==> src/rtl/async_sched_pkg.sv <==
// Shared types, widths and the hold-off reload helper for the ASYNC trigger scheduler.
package async_sched_pkg;

  localparam int ADDR_W          = 16;
  localparam int CNT_W           = 16;
  localparam int WIN_W           = 24;
  localparam int HOLD_W          = 13;
  localparam int BURST_W         = 11;
  localparam int ADDRS_PER_BURST = 4;

  typedef enum logic [1:0] {
    IDLE  = 2'd0,
    ARMED = 2'd1,
    DRAIN = 2'd2,
    CLOSE = 2'd3
  } sched_state_t;

  // Reload is H-1 = 4*(n+1)-1 = 4*n+3; the largest value (8191) still fits HOLD_W bits.
  function automatic logic [HOLD_W-1:0] holdoff_reload(input logic [BURST_W-1:0] num_bursts);
    logic [HOLD_W-1:0] h;
    h = HOLD_W'(num_bursts) * HOLD_W'(ADDRS_PER_BURST) + HOLD_W'(ADDRS_PER_BURST - 1);
    return h;
  endfunction

endpackage

==> src/rtl/async_trig_scheduler_if.sv <==
// Mover-side bundle: circular-buffer enables, trigger-address FIFO and mover status.
interface async_trig_scheduler_if;
  import async_sched_pkg::*;

  logic              cbuf_trig_en;
  logic              cbuf_rd_en;
  logic              cbuf_rd_trig_wait;
  logic              trig_fifo_wr_en;
  logic              trig_fifo_full;
  logic              trig_fifo_empty;
  logic [ADDR_W-1:0] trig_fifo_din;
  logic [ADDR_W-1:0] circ_buf_wr_addr;

  modport master (
    output cbuf_trig_en, cbuf_rd_en, trig_fifo_wr_en, trig_fifo_din,
    input  cbuf_rd_trig_wait, trig_fifo_full, trig_fifo_empty, circ_buf_wr_addr
  );

  modport slave (
    input  cbuf_trig_en, cbuf_rd_en, trig_fifo_wr_en, trig_fifo_din,
    output cbuf_rd_trig_wait, trig_fifo_full, trig_fifo_empty, circ_buf_wr_addr
  );

endinterface

==> src/rtl/async_holdoff_cntr.sv <==
// Rising-edge detector on the synchronized trigger plus the per-waveform hold-off down-counter.
module async_holdoff_cntr
  import async_sched_pkg::*;
(
  input  logic              clk,
  input  logic              rst,
  input  logic              trig_in,
  input  logic              clear,
  input  logic              load,
  input  logic [HOLD_W-1:0] reload,
  output logic              trig_edge,
  output logic              holdoff_clear
);

  logic              trig_q;
  logic [HOLD_W-1:0] cnt;

  always_ff @(posedge clk) begin
    if (rst) begin
      trig_q <= 1'b0;
      cnt    <= '0;
    end else begin
      trig_q <= trig_in;
      if (clear)
        cnt <= '0;
      else if (load)
        cnt <= reload;
      else if (cnt != '0)
        cnt <= cnt - HOLD_W'(1);
    end
  end

  assign trig_edge     = trig_in & ~trig_q;
  assign holdoff_clear = (cnt == '0);

endmodule

==> src/rtl/async_trig_scheduler.sv <==
// Sequences one ASYNC fill: opens trigger/read enables, qualifies trigger edges and
// queues accepted trigger addresses for the circular-buffer-to-DDR3 mover.
//   state | meaning
//   IDLE  | no fill, all enables low
//   ARMED | triggers accepted, mover enabled
//   DRAIN | triggers closed, mover finishing queued waveforms
//   CLOSE | mover disabled for one cycle, fill_done pulse
module async_trig_scheduler
  import async_sched_pkg::*;
(
  input  logic                  adc_clk,
  input  logic                  reset_clk_adc,
  input  logic                  fill_start,
  input  logic                  fill_stop,
  input  logic [WIN_W-1:0]      fill_window_clks,
  input  logic [CNT_W-1:0]      max_triggers,
  input  logic [BURST_W-1:0]    async_num_bursts,
  input  logic                  trig_in,
  async_trig_scheduler_if.master mover,
  output logic                  fill_active,
  output logic                  fill_done,
  output logic [CNT_W-1:0]      trig_count,
  output logic [CNT_W-1:0]      trig_drop_count
);

  sched_state_t      state, state_nxt;
  logic [WIN_W-1:0]  win_cnt;
  logic [HOLD_W-1:0] holdoff_ld;
  logic              trig_edge, holdoff_clear;
  logic              start_fill, limit_ok, accept, drop, win_exit, limit_exit;

  assign holdoff_ld = holdoff_reload(async_num_bursts);

  async_holdoff_cntr u_holdoff (
    .clk           (adc_clk),
    .rst           (reset_clk_adc),
    .trig_in       (trig_in),
    .clear         (start_fill),
    .load          (accept),
    .reload        (holdoff_ld),
    .trig_edge     (trig_edge),
    .holdoff_clear (holdoff_clear)
  );

  always_comb begin
    state_nxt  = state;
    start_fill = 1'b0;
    accept     = 1'b0;
    drop       = 1'b0;
    limit_exit = 1'b0;
    limit_ok   = (max_triggers == '0) || (trig_count < max_triggers);
    // A zero window never reaches 1, so an unlimited window needs no extra flag.
    win_exit   = (win_cnt == WIN_W'(1));
    case (state)
      IDLE: begin
        if (fill_start) begin
          start_fill = 1'b1;
          state_nxt  = ARMED;
        end
      end
      ARMED: begin
        if (fill_stop) begin
          state_nxt = DRAIN;
        end else begin
          if (trig_edge) begin
            if (holdoff_clear && !mover.trig_fifo_full && limit_ok)
              accept = 1'b1;
            else
              drop = 1'b1;
          end
          limit_exit = (max_triggers != '0) &&
                       ((accept && (trig_count + CNT_W'(1) == max_triggers)) ||
                        (trig_count >= max_triggers));
          if (win_exit || limit_exit)
            state_nxt = DRAIN;
        end
      end
      DRAIN: begin
        if (mover.trig_fifo_empty && mover.cbuf_rd_trig_wait)
          state_nxt = CLOSE;
      end
      CLOSE:   state_nxt = IDLE;
      default: state_nxt = IDLE;
    endcase
  end

  always_ff @(posedge adc_clk) begin
    if (reset_clk_adc) begin
      state                 <= IDLE;
      win_cnt               <= '0;
      trig_count            <= '0;
      trig_drop_count       <= '0;
      fill_active           <= 1'b0;
      fill_done             <= 1'b0;
      mover.cbuf_trig_en    <= 1'b0;
      mover.cbuf_rd_en      <= 1'b0;
      mover.trig_fifo_wr_en <= 1'b0;
      mover.trig_fifo_din   <= '0;
    end else begin
      state                 <= state_nxt;
      fill_active           <= (state_nxt != IDLE);
      fill_done             <= (state_nxt == CLOSE);
      mover.cbuf_trig_en    <= (state_nxt == ARMED);
      mover.cbuf_rd_en      <= (state_nxt == ARMED) || (state_nxt == DRAIN);
      mover.trig_fifo_wr_en <= accept;
      if (accept)
        mover.trig_fifo_din <= mover.circ_buf_wr_addr;
      if (start_fill) begin
        win_cnt         <= fill_window_clks;
        trig_count      <= '0;
        trig_drop_count <= '0;
      end else begin
        if (state == ARMED && win_cnt != '0)
          win_cnt <= win_cnt - WIN_W'(1);
        if (accept)
          trig_count <= trig_count + CNT_W'(1);
        if (drop && trig_drop_count != '1)
          trig_drop_count <= trig_drop_count + CNT_W'(1);
      end
    end
  end

endmodule
==> src/flat_wrapper.sv <==
// flat-port wrapper written by rule: the top's interface ports become plain ports
module async_trig_scheduler_flat import async_sched_pkg::*;
  (adc_clk, reset_clk_adc, fill_start, fill_stop, fill_window_clks, max_triggers, async_num_bursts, trig_in, fill_active, fill_done, trig_count, trig_drop_count, mover_cbuf_trig_en, mover_cbuf_rd_en, mover_trig_fifo_wr_en, mover_trig_fifo_din, mover_cbuf_rd_trig_wait, mover_trig_fifo_full, mover_trig_fifo_empty, mover_circ_buf_wr_addr);
  async_trig_scheduler_if mover_i ();
  input  logic adc_clk;
  input  logic reset_clk_adc;
  input  logic fill_start;
  input  logic fill_stop;
  input  logic [WIN_W-1:0] fill_window_clks;
  input  logic [CNT_W-1:0] max_triggers;
  input  logic [BURST_W-1:0] async_num_bursts;
  input  logic trig_in;
  output logic fill_active;
  output logic fill_done;
  output logic [CNT_W-1:0] trig_count;
  output logic [CNT_W-1:0] trig_drop_count;
  output wire logic [$bits(mover_i.cbuf_trig_en)-1:0] mover_cbuf_trig_en;
  output wire logic [$bits(mover_i.cbuf_rd_en)-1:0] mover_cbuf_rd_en;
  output wire logic [$bits(mover_i.trig_fifo_wr_en)-1:0] mover_trig_fifo_wr_en;
  output wire logic [$bits(mover_i.trig_fifo_din)-1:0] mover_trig_fifo_din;
  input wire logic [$bits(mover_i.cbuf_rd_trig_wait)-1:0] mover_cbuf_rd_trig_wait;
  input wire logic [$bits(mover_i.trig_fifo_full)-1:0] mover_trig_fifo_full;
  input wire logic [$bits(mover_i.trig_fifo_empty)-1:0] mover_trig_fifo_empty;
  input wire logic [$bits(mover_i.circ_buf_wr_addr)-1:0] mover_circ_buf_wr_addr;
  assign mover_cbuf_trig_en = mover_i.cbuf_trig_en;
  assign mover_cbuf_rd_en = mover_i.cbuf_rd_en;
  assign mover_trig_fifo_wr_en = mover_i.trig_fifo_wr_en;
  assign mover_trig_fifo_din = mover_i.trig_fifo_din;
  assign mover_i.cbuf_rd_trig_wait = mover_cbuf_rd_trig_wait;
  assign mover_i.trig_fifo_full = mover_trig_fifo_full;
  assign mover_i.trig_fifo_empty = mover_trig_fifo_empty;
  assign mover_i.circ_buf_wr_addr = mover_circ_buf_wr_addr;
  async_trig_scheduler u_core (.adc_clk(adc_clk), .reset_clk_adc(reset_clk_adc), .fill_start(fill_start), .fill_stop(fill_stop), .fill_window_clks(fill_window_clks), .max_triggers(max_triggers), .async_num_bursts(async_num_bursts), .trig_in(trig_in), .mover(mover_i), .fill_active(fill_active), .fill_done(fill_done), .trig_count(trig_count), .trig_drop_count(trig_drop_count));
endmodule
==> config.mk <==
export PLATFORM = sky130hd
export DESIGN_NAME = async_trig_scheduler_flat
export DESIGN_NICKNAME = d
export VERILOG_FILES = /design/src/rtl/async_sched_pkg.sv /design/src/rtl/async_trig_scheduler_if.sv /design/src/rtl/async_holdoff_cntr.sv /design/src/rtl/async_trig_scheduler.sv /design/src/flat_wrapper.sv
export SDC_FILE = /design/constraint.sdc
export NUM_CORES = 1
export LEC_CHECK = 0
export ABC_AREA = 1
export CAP_MARGIN = 20
export CORE_ASPECT_RATIO = 0.9
export CORE_MARGIN = 3
export CORE_UTILIZATION = 46
export DETAILED_ROUTE_END_ITERATION = 12
export GPL_ROUTABILITY_DRIVEN = 1
export MAX_ROUTING_LAYER = met4
export PLACE_DENSITY = 0.87
export SYNTH_ARGS = -nofsm -noshare
export SYNTH_HDL_FRONTEND = slang
export SYNTH_SLANG_ARGS = --single-unit
==> constraint.sdc <==
create_clock -name adc_clk -period 2.35 [get_ports adc_clk]
set_input_delay 0.3525 -clock adc_clk [delete_from_list [all_inputs] [get_ports adc_clk]]
set_output_delay 0.3525 -clock adc_clk [all_outputs]
set_load 0.005 [all_outputs]
After elaboration in Yosys (flattened, before gate mapping). Index checks and enable logic that the tools add are counted.

Add/subtract/negate cells: 5. Magnitude comparators: 2. Eq/ne operators: 9. Multiplexer cells: 21. Bitwise logic cells: 2. Reductions and logical operators: 22.

Operator list (count): 2-to-1 mux 24 bit (2); adder 16 x 1 -> 16 bit (second input constant) (2); 2-to-1 mux 13 bit (2); equality test 24 x 1 -> 1 bit (second input constant) (1); nonzero test 24 bit (1); subtractor 24 x 1 -> 24 bit (second input constant) (1); equality test 16 bit (1); >= comparator 16 bit (1); logical NOT 16 bit (1); < comparator 16 bit (1); != test 16 bit (second input constant) (1); nonzero test 16 bit (1); adder 13 x 2 -> 13 bit (second input constant) (1); logical NOT 13 bit (1); nonzero test 13 bit (1); subtractor 13 x 1 -> 13 bit (second input constant) (1); 2-to-1 mux 1 bit (12); equality test 2 bit (second input constant) (4); 2-to-1 mux 2 bit (4); one-hot mux 2 bit (4 select lines) (1); logical AND 1 bit (7); nonzero test 2 bit (3); equality test 2 x 1 -> 1 bit (second input constant) (2); logical OR 1 bit (4); other kinds (5) (5).

Register bits: 93.

Longest topological paths before layout.
Depth in word-level cells: 16. Mapped depth: 24.

Cells and area by module. A second synthesis with hierarchy kept.

Cells, all modules: 901. Area, all modules: 5939.4 µm².

Modules (own cells, without submodules): async_trig_scheduler (times used 1, cells each 755, area an instance 4981.0 µm², seq. area each 1581.5 µm²); async_holdoff_cntr (times used 1, cells each 146, area an instance 958.4 µm², seq. area each 280.3 µm²).

Least setup slack after synthesis. OpenSTA, ideal clock, no wires.

Kind: reg2reg. Start: register u_core.trig_count[2]. End: register u_core.mover.cbuf_rd_en. Setup time: 0.129 ns. Arrival: 2.181 ns. Required time: 2.221 ns. Slack: 0.040 ns. Cell stages (with the launch flop): 23. Path buffers: 0. Clock period less this slack: 2.310 ns. Path through: dfxtp_1 > ha_1 > nand2_1 > inv_1 > nand2_1 > nand2_1 > nand2_1 > nand2_1 > nand2_1 > nand2_1 > nand2_1 > nand2_1 > nor2_1 > nand3_1 > nand2_1 > nand2_1 > nand2_1 > nand2_2 > nand2_2 > inv_2 > ha_1 > inv_1 > nor2_1.

Word-level cells in the longest chain between the ends: 16.

RTL lines: from (decl) (RTL line async_trig_scheduler.sv:22) `output logic [CNT_W-1:0] trig_count,`; from (signal assigned) (RTL line async_trig_scheduler.sv:116) `trig_count <= trig_count + CNT_W'(1);`; < comparator 16 bit (RTL line async_trig_scheduler.sv:51) `limit_ok = (max_triggers == '0) || (trig_count < max_triggers);`; logical OR 1 bit (RTL line async_trig_scheduler.sv:51); logical AND 1 bit (RTL line async_trig_scheduler.sv:66) `if (holdoff_clear && !mover.trig_fifo_full && limit_ok)`; 2-to-1 mux 1 bit (RTL line async_trig_scheduler.sv:66); 2-to-1 mux 1 bit (RTL line async_trig_scheduler.sv:65) `if (trig_edge) begin`; 2-to-1 mux 1 bit (RTL line async_trig_scheduler.sv:62) `if (fill_stop) begin`; 2-to-1 mux 1 bit (RTL line async_trig_scheduler.sv:54) `case (state)`; logical AND 1 bit (RTL line async_trig_scheduler.sv:72) `((accept && (trig_count + CNT_W'(1) == max_triggers)) ||`; logical OR 1 bit (*) (RTL line async_trig_scheduler.sv:72); logical AND 1 bit (*) (RTL line async_trig_scheduler.sv:71) `limit_exit = (max_triggers != '0) &&`; logical OR 1 bit (*) (RTL line async_trig_scheduler.sv:74) `if (win_exit || limit_exit)`; 2-to-1 mux 2 bit (*) (RTL line async_trig_scheduler.sv:74); 2-to-1 mux 2 bit (*) (RTL line async_trig_scheduler.sv:62); one-hot mux 2 bit (4 select lines) (*) (RTL line async_trig_scheduler.sv:54); named net u_core.state_nxt[1] (RTL line async_trig_scheduler.sv:26) `sched_state_t state, state_nxt;`; equality test 2 x 1 -> 1 bit or equality test 2 bit (tied branches) (RTL line async_trig_scheduler.sv:104) `mover.cbuf_rd_en <= (state_nxt == ARMED) || (state_nxt == DRAIN);`; logical OR 1 bit (*) (RTL line async_trig_scheduler.sv:104); to (signal assigned) (RTL line async_trig_scheduler.sv:104); to (decl) (RTL line async_trig_scheduler_if.sv:15) `output cbuf_trig_en, cbuf_rd_en, trig_fifo_wr_en, trig_fifo_din,`.

The timed path passes the listed nets; every way through them passes the cells marked *. The select of a mux whose other input is x is not followed. A chain may end at the register's enable or synchronous reset.

Final worst setup path.
Start: register u_core.trig_count[6]. End: register u_core.mover.cbuf_rd_en.

The elaborated chain is that of the path after synthesis.

==> run summary <==
Reg clk slew, reported paths - 0.07 ns
commonest cells in the netlist - nand2_1 (178), nor2_1 (121), inv_1 (97), dfxtp_1 (93), o21ai_0 (64)
Critical Path AT - 2.82 ns
Area after DPL - 0.00780 mm^2
Max VDD drop - 0.000468 V
proportion of layout cells with a drive suffix above 1 - 0.249
commonest register cell after synthesis - dfxtp_1
first-pass GRT wire length - 31000 um
syn nets - 955
CTS H-tree lvls - 3
Starting Density - 0.472
maximum fanout along the worst path - 6
via count of the first global-routing pass - 6649
final antenna-violating net count - 0
YS warnings - 0
GRT Residual Overflow - 0
Port Buffers - 127
Slew @ Worst Pin - 0.845 ns
final worst setup slack - -0.206 ns
top cell family by delay on the critical path - simple AND/OR/NAND/NOR gates
DR iter-0 viols - 803
fill count - 812
Critical path buffers and inverters - 3
Cell variety after synth - 51
Worst-Skew Late Latency - 0.37 ns
register area share after synthesis - 0.325
clk buf depth - 2
die width - 124 um
pin count of the biggest net entering global routing - 30
fmax - 391 MHz
Tcrit/Tclk final - 1.09
startpoint types - flop
Worst Hold Class - flop to flop
RSZ-0062 raised after global routing - true
full die area - 0.0138 mm^2
endpoints failing setup - 23
pwr dens - 646 mW/mm^2
top-count cell post-synth - nand2_1
1st-pass router iterations - 6
Max Slew Vio Count - 0
GP Congestion - 0.985
max incr delay on CP - 0.36 ns
Yosys top cell area share - 0.325
fin nets - 1200
core area - 0.0121 mm^2
worst setup path class - flop to flop
CP cell instances - ha_1, nand2_1, nor2_1, nor2_1, nand2_1, nand2_1, nand2_2, buf_4, a31oi_4, nand2_2, nand2_4, nand3_2, nand2_2, inv_1, ha_4, inv_1, nor2_1
worst clock skew - 0.00651 ns
n_diodes - 0
number of synthesized flops with an enable pin - 0
Synth area leader - dfxtp_1
flops & latches, synth - 93
final hold vios - 0
status - complete, but fails checks
Area Growth Syn to Fin - 58.5%
# clock sinks - 93
total CTS buffers - 9
Crit. End Element - flop
Avg Inst Size Synth - 6.69 um^2
Synth area leaders - dfxtp_1 (33%), nand2_1 (12%), nor2_1 (7.9%)
cell area after synthesis - 0.00573 mm^2
die height - 112 um
Vias/cell - 5.64
Non-Filler Instances - 1266
area of the multi-input gates - 0.00380 mm^2
Routed WL - 21400 um
hold buffers post-CTS - 0
leakage - 3.89 nW
fin crit period - 2.56 ns
DR DRC count - 0
fraction of registers with async set/reset - 0
Post-Synthesis Cells - 856
Max-slew headroom - 0.436
FP Rows - 38
Finished Cell Area - 0.00907 mm^2
Seq. cell area - 0.00189 mm^2
Critical-path top delay cell - dfxtp_2
CTS tree - built
gr usage total - 0.284
I/O pin count - 128
CTS root buffer - clkbuf_16
vias - 7138
violated checks - setup timing
total power - 0.00586 W
routed length per instance - 16.9 um
initial antenna violation count - 0
Cell Count Post-Placement - 1212
Final HPWL DP - 12700 um
WP data required - 2.61 ns
Max Cap Viol - 0
report_power, final:
group	internal (W)	total [W]	switching (W)
Combinational	0.000937	0.00218	0.00124
Sequential	0.00176	0.00193	0.000170
Clock	0.00105	0.00175	0.000708
Total	0.00374	0.00586	0.00212
logic make-up (layout without fill, tap and decap cells):
kind of cell	count (synthesis)	in the layout	synth area share
flip-flops	93	93	0.325
AO/OA/AOI/OAI	159	159	0.156
buffers and inverters	131	380	0.0920
XOR/XNOR	25	25	0.0433
adder cells (fa/ha/maj)	24	24	0.0524
AND/OR/NAND/NOR	424	425	0.331
cells in the final DEF, fill, tap and decap left out, types with 5 or more instances in the layout:
master,netlist,layout
nor4_1,7,7
nand2_2,5,23
buf_6,3,17
clkbuf_16,0,12
ha_4,0,14
nor2_1,121,110
a31oi_1,12,11
o21ai_1,2,12
o211ai_1,6,6
nand4_1,18,18
clkdlybuf4s50_1,0,112
o21ai_0,64,53
inv_2,6,11
a211oi_1,5,5
dlygate4sd2_1,0,15
dfxtp_2,0,8
buf_4,2,106
dfxtp_1,93,80
nand2_1,178,151
a21oi_1,55,49
inv_1,97,86
nand3_2,3,9
nand2_4,1,9
nor2_2,5,10
dfxtp_4,0,5
ha_1,24,10
nand3_1,57,50
nor2_4,5,12
nor3_1,12,11
a21oi_2,1,7
xor2_1,19,19
timing repair:
item,4_1_cts,5_1_grt
pin swaps,44,46
hold endpoints to repair,0,0
endpoints found under the setup margin,42,62
gates cloned,1,3
gates resized for setup,78,101
setup buffers,27,9
registers in the layout, summed over array words and instances (netlist names):
signal / flops
u_core.fill_active: 1
u_core.fill_done: 1
u_core.mover.cbuf_rd_en: 1
u_core.mover.cbuf_trig_en: 1
u_core.mover.trig_fifo_din: 16
u_core.mover.trig_fifo_wr_en: 1
u_core.state: 2
u_core.trig_count: 16
u_core.trig_drop_count: 16
u_core.u_holdoff.cnt: 13
u_core.u_holdoff.trig_q: 1
u_core.win_cnt: 24
worst paths after layout:
check | start | endpoint | cells past startpoint | slack (ns)
max reg2reg | u_core.trig_count[6] | u_core.mover.cbuf_rd_en | 17 | -0.21
max | u_core.trig_count[6] | u_core.mover.cbuf_rd_en | 17 | -0.21
min reg2reg | u_core.trig_drop_count[4] | u_core.trig_drop_count[4] | 2 | 0.49
min | u_core.trig_drop_count[4] | u_core.trig_drop_count[4] | 2 | 0.49
layer usage:
metal	track usage	wire (um)	vias to the layer above	share of wire
met3	0.0681	2010	111	0.094
met5	-	0	-	0
met2	0.455	9900	436	0.46
met1	0.341	8470	3263	0.39
met4	0.111	1070	0	0.050
li1	-	-	3328	-
area by class of cell:
class / count / share of cell area
multi-input combinational: 633 / 0.419
timing repair buffer: 258 / 0.266
sequential: 93 / 0.208
inverter: 106 / 0.0469
clock buffer: 9 / 0.0248
tap: 160 / 0.0221
clock inverter: 7 / 0.0132
stage by stage:
step	utilization	setup TNS, ns	worst slack, ns	hold slack, ns
2_1_floorplan	-	0	0.0404	0.462
3_3_place_gp	0.643	-21.62	-0.508	0.464
3_5_place_dp	0.643	-24.58	-0.563	0.471
4_1_cts	0.709	-0.0408	-0.0165	0.480
5_1_grt	0.748	-16.44	-0.536	0.512
6_report	0.748	-1.75	-0.206	0.485
worst min-delay path: cells and delay by family, from the launching register on:
kind	cells	cell delay, ns
compound gates	1	0.05
buf+inv	1	0.06
flops	1	0.34
No activity file was read; power rests on OpenSTA's default activity.
